File: src/rtl/fetch_stage.sv
// Instruction-fetch stage with IF/ID pipeline register for the pipelined MIPS core.
// Optional performance counters are compiled in when FETCH_PERF_EN is defined.
module fetch_stage #(
    parameter logic [31:0] PC_INIT = 32'h0000_0000,
    parameter logic [5:0]  HALT_OP = 6'h3F
) (
    input  logic        CLK,
    input  logic        nRST,
    input  logic        ihit,
    input  logic [31:0] imemload,
    output logic        imemREN,
    output logic [31:0] imemaddr,
    input  logic        hazard,
    input  logic        branch,
    input  logic [31:0] branch_target,
    output logic [31:0] if_id_instr,
    output logic [31:0] if_id_npc,
    output logic        if_id_valid,
    output logic [31:0] fetch_count,
    output logic [31:0] stall_count
);

    typedef enum logic [1:0] {
        RUN        = 2'd0,
        REDIR_WAIT = 2'd1,
        HALTED     = 2'd2
    } state_t;

    state_t      state_reg, state_next;
    logic [31:0] pc_reg, pc_next;
    logic [31:0] redir_pc_reg, redir_pc_next;
    logic [31:0] instr_reg, instr_next;
    logic [31:0] npc_reg, npc_next;
    logic        valid_reg, valid_next;
    logic [31:0] pc_plus4;

    assign pc_plus4 = pc_reg + 32'd4;

    always_ff @(posedge CLK or negedge nRST) begin
        if (!nRST) begin
            state_reg    <= RUN;
            pc_reg       <= PC_INIT;
            redir_pc_reg <= 32'd0;
            instr_reg    <= 32'd0;
            npc_reg      <= 32'd0;
            valid_reg    <= 1'b0;
        end else begin
            state_reg    <= state_next;
            pc_reg       <= pc_next;
            redir_pc_reg <= redir_pc_next;
            instr_reg    <= instr_next;
            npc_reg      <= npc_next;
            valid_reg    <= valid_next;
        end
    end

    always_comb begin
        state_next    = state_reg;
        pc_next       = pc_reg;
        redir_pc_next = redir_pc_reg;
        instr_next    = instr_reg;
        npc_next      = npc_reg;
        valid_next    = valid_reg;

        case (state_reg)
            RUN: begin
                if (branch) begin
                    instr_next = 32'd0;
                    npc_next   = 32'd0;
                    valid_next = 1'b0;
                    // Under a miss the cache keeps the old address; the target waits in redir_pc.
                    if (ihit) begin
                        pc_next = branch_target;
                    end else begin
                        redir_pc_next = branch_target;
                        state_next    = REDIR_WAIT;
                    end
                end else if (hazard) begin
                    pc_next = pc_reg;
                end else if (ihit) begin
                    instr_next = imemload;
                    npc_next   = pc_plus4;
                    valid_next = 1'b1;
                    pc_next    = pc_plus4;
                    if (imemload[31:26] == HALT_OP) begin
                        state_next = HALTED;
                    end
                end else begin
                    instr_next = 32'd0;
                    npc_next   = 32'd0;
                    valid_next = 1'b0;
                end
            end

            REDIR_WAIT: begin
                if (branch) begin
                    redir_pc_next = branch_target;
                end
                // The word returned for the stale address is dropped.
                if (ihit) begin
                    pc_next    = branch ? branch_target : redir_pc_reg;
                    state_next = RUN;
                end
                if (!hazard) begin
                    instr_next = 32'd0;
                    npc_next   = 32'd0;
                    valid_next = 1'b0;
                end
            end

            HALTED: begin
                if (branch) begin
                    pc_next    = branch_target;
                    state_next = RUN;
                end
                if (!hazard) begin
                    instr_next = 32'd0;
                    npc_next   = 32'd0;
                    valid_next = 1'b0;
                end
            end

            default: begin
                state_next = RUN;
            end
        endcase
    end

    assign imemaddr    = pc_reg;
    assign imemREN     = (state_reg != HALTED);
    assign if_id_instr = instr_reg;
    assign if_id_npc   = npc_reg;
    assign if_id_valid = valid_reg;

`ifdef FETCH_PERF_EN
    logic [31:0] fetch_count_reg;
    logic [31:0] stall_count_reg;
    logic        fetch_inc;
    logic        stall_inc;

    assign fetch_inc = (state_reg == RUN) && !branch && !hazard && ihit;
    assign stall_inc = hazard || ((state_reg != HALTED) && !ihit);

    always_ff @(posedge CLK or negedge nRST) begin
        if (!nRST) begin
            fetch_count_reg <= 32'd0;
            stall_count_reg <= 32'd0;
        end else begin
            if (fetch_inc) begin
                fetch_count_reg <= fetch_count_reg + 32'd1;
            end
            if (stall_inc) begin
                stall_count_reg <= stall_count_reg + 32'd1;
            end
        end
    end

    assign fetch_count = fetch_count_reg;
    assign stall_count = stall_count_reg;
`else
    assign fetch_count = 32'd0;
    assign stall_count = 32'd0;
`endif

endmodule

File: config.mk
export PLATFORM = sky130hd
export DESIGN_NAME = fetch_stage
export DESIGN_NICKNAME = d
export VERILOG_FILES = /design/src/rtl/fetch_stage.sv
export SDC_FILE = /design/constraint.sdc
export NUM_CORES = 1
export LEC_CHECK = 0
export ABC_AREA = 1
export CAP_MARGIN = 40
export CORE_ASPECT_RATIO = 1.75
export CORE_MARGIN = 2
export CORE_UTILIZATION = 35
export CTS_BUF_LIST = sky130_fd_sc_hd__clkbuf_8
export DETAILED_ROUTE_END_ITERATION = 6
export MAX_ROUTING_LAYER = met4
export SLEW_MARGIN = 20
export SYNTH_ARGS = -nofsm -noshare
export SYNTH_HDL_FRONTEND = slang
export SYNTH_SLANG_ARGS = --single-unit
File: constraint.sdc
create_clock -name CLK -period 3.3 [get_ports CLK]
set_input_delay 0.825 -clock CLK [delete_from_list [all_inputs] [get_ports CLK]]
set_output_delay 0.825 -clock CLK [all_outputs]
set_load 0.02 [all_outputs]
==> metrics.txt <==
outcome finished clean; Fin Setup TNS 0 ns; Die Area 0.0232 sq mm; critical-path maximum fanout 11; area leader, netlist dfrtp_1; Unique masters post-synth 38; worst path cell trace inv_1, ha_1, inv_1, clkdlybuf4s50_1; crit-path max cell delay 0.67 ns; clk buf depth 2; fmax 0.345 GHz; H-tree depth 4; WP data required 2.47 ns; area grow syn2layout 26.2%; Routed Antenna Nets 0; fin. max-slew vios 0; CP max-delay cell clkdlybuf4s50_1; period utilization between 80% and 90%; n_diodes 0; global route overflow 0; worst relative slew slack 50.7%; antenna violations before repair 0; prevailing post-synth register cell dfrtp_1; synthesized area 0.00770 sq mm; DP Wirelength 17400 microns; number of flops mapped to enable cells by yosys 0; critical path endpoint category output pin; via count a little over 7000; TritonCTS clock tree built; Clock transition at path regs 0.08 ns; register bit total from synthesis 131; Power per Cell Area 935 mW/mm^2; vias per cell 4.85; mux contribution to synthesized area 0%; Die Y-Extent about 200 microns; wire length of the first global-routing pass 37300 microns; worst skew pair latency 0.46 ns; vias in the first global route 6961; startpoint types flip-flop; share of cells above drive strength 1 5.95%; CP arrival 2.08 ns; Top Ports around 230; mean post-synth cell area 7.50 sq um; Synth Area in Adders 0.650%; Post-Synth Simple-Gate Area 26.4%; I/O Buffers roughly 170; hold_ws ~0.35 ns; Setup CP Type flip-flop to output pin; CTS sink count 131; Hold-fix buffers, CTS 0; Area contributors post-synth dfrtp_1 43%, nand2_1 14%, nor2_1 6.8%; Die W 116 microns; maxcap violations 0; DRT Pass-1 Iters 5; xor/xnor share of the synthesized area 0.569%; area share of the largest cell type after synthesis between 40 and 50%; DR iter-0 viols 421; Initial Utilization 35.7%; largest net degree at the start of global routing 68; Synth Instances about 1000; final wirelength 23100 microns; FFs w/ async S/R, synth between 90% and 100%; top-count cell post-synth nand2_1; GPL Wtd Cong 0.941; worst hold path class primary input to asynchronous set/reset pin; Worst path most repeated cell inv_1; clock buffer count from CTS 17; Final Hold Fails 0; clk root buf clkbuf_8; worst vdd ir 0.000361 V; main combinational cell family by area after synthesis simple AND/OR/NAND/NOR gates; NumNets Final 1253; Seq/Total Area, Yosys 42.6%; commonest cells in the netlist 287 x nand2_1, 139 x nor2_1, 131 x dfrtp_1; slew of the pin with the lowest slew margin about 0.74 ns; # setup viols final 0; row count 71; Worst Path Buf+Inv 3; drt drc 0; WL/cell 15.6 microns; Final Skew between 0.01 and 0.015 ns; Core ar. roughly 0.022 sq mm; RSZ-0062 raised after global routing no; Yosys Warn Count 0; Largest delay share family, worst path buffers and inverters; post-synthesis compound-gate area fraction roughly 17%; crit path time final around 2.9 ns; post-CTS setup buffers 0; P_leak around 4.4 nW; CTS resizes 0; All-Layer GR Usage 21.1%
-- where the power goes --
part / internal, mW / total (mW) / switching (mW) / leakage [nW]
combinational: 1.92 / 4.99 / 3.07 / 2.58
clock: 0.618 / 1.27 / 0.654 / 0.192
sequential: 2.27 / 2.83 / 0.563 / 1.65
-- metal layers --
metal / track usage, % / routed length (microns)
met1: 24.3 / 9160
met2: 35.7 / 11900
met3: 3.27 / 1140
met4: 9.44 / 898
met5: - / 0
-- final cells by class --
cell class	count	area (sq um)
fillers	2225	11900
inverters	63	244
repair buffers	183	1820
well taps	292	365
multi-input cells	784	3650
clock buffers	19	262
clock inverters	13	96.3
flip-flops and latches	131	3280
-- logic make-up (layout without fill, tap and decap cells) --
kind of cell,after synthesis,after routing
and+or+nand+nor,500,500
other,1,64
DFF,131,131
buffers and inverters,175,278
xor gates and xnor gates,5,5
AOI/OAI and AO/OA,211,211
adders and majority gates,4,4
-- worst reg2reg max path, cell delays in order (launching register included) --
cell and delay (ns):
dfrtp_1 0.35, inv_1 0.09, ha_1 0.30, buf_4 0.23
inv_1 0.11, nand2_1 0.13, clkinv_1 0.54, nand2_1 0.22
nand3_1 0.09, nor2_1 0.19, a21oi_1 0.09
-- placed cells by master, fill, tap and decap left out, drive strengths merged, types with 4 or more instances in the layout --
cell type and n:
o211ai 7, a31oi 25, clkdlybuf4s50 165, o21ai 81, a21oi 56, dfrtp 131, o21bai 6, buf 18
nor2 145, nand3 57, a22o 34, clkinv 6, ha 4, clkbuf 19, nand2 291, conb 64
inv 66
-- stage by stage --
stage               utilization [%]  instance area [sq um]  power, mW  cells  setup slack, ns
floorplan                         -                   7940       6.05   1090             1.32
global placement               43.2                   9330       7.76   1452            0.346
detailed placement             43.4                   9360       7.88   1453            0.349
CTS                            45.0                   9720       9.17   1485            0.374
global route                   45.0                   9720       9.82   1485            0.297
finish                         45.0                   9720       9.09   1485            0.399
-- final timing paths --
path                                   endpoint  slack (ns)  cells after the start          start
worst max-delay path                    imemREN        0.40                      4   state_reg[0]
worst min-delay path            redir_pc_reg[8]        0.35                      1           nRST
worst max register to register     imemaddr[21]        0.85                     10   state_reg[0]
worst min register to register    if_id_npc[30]        0.48                      2  if_id_npc[30]
max in group asynchronous       redir_pc_reg[3]        2.08                      2           nRST
min in group CLK                  if_id_npc[30]        0.48                      2  if_id_npc[30]
No activity file was read; power rests on OpenSTA's default activity.
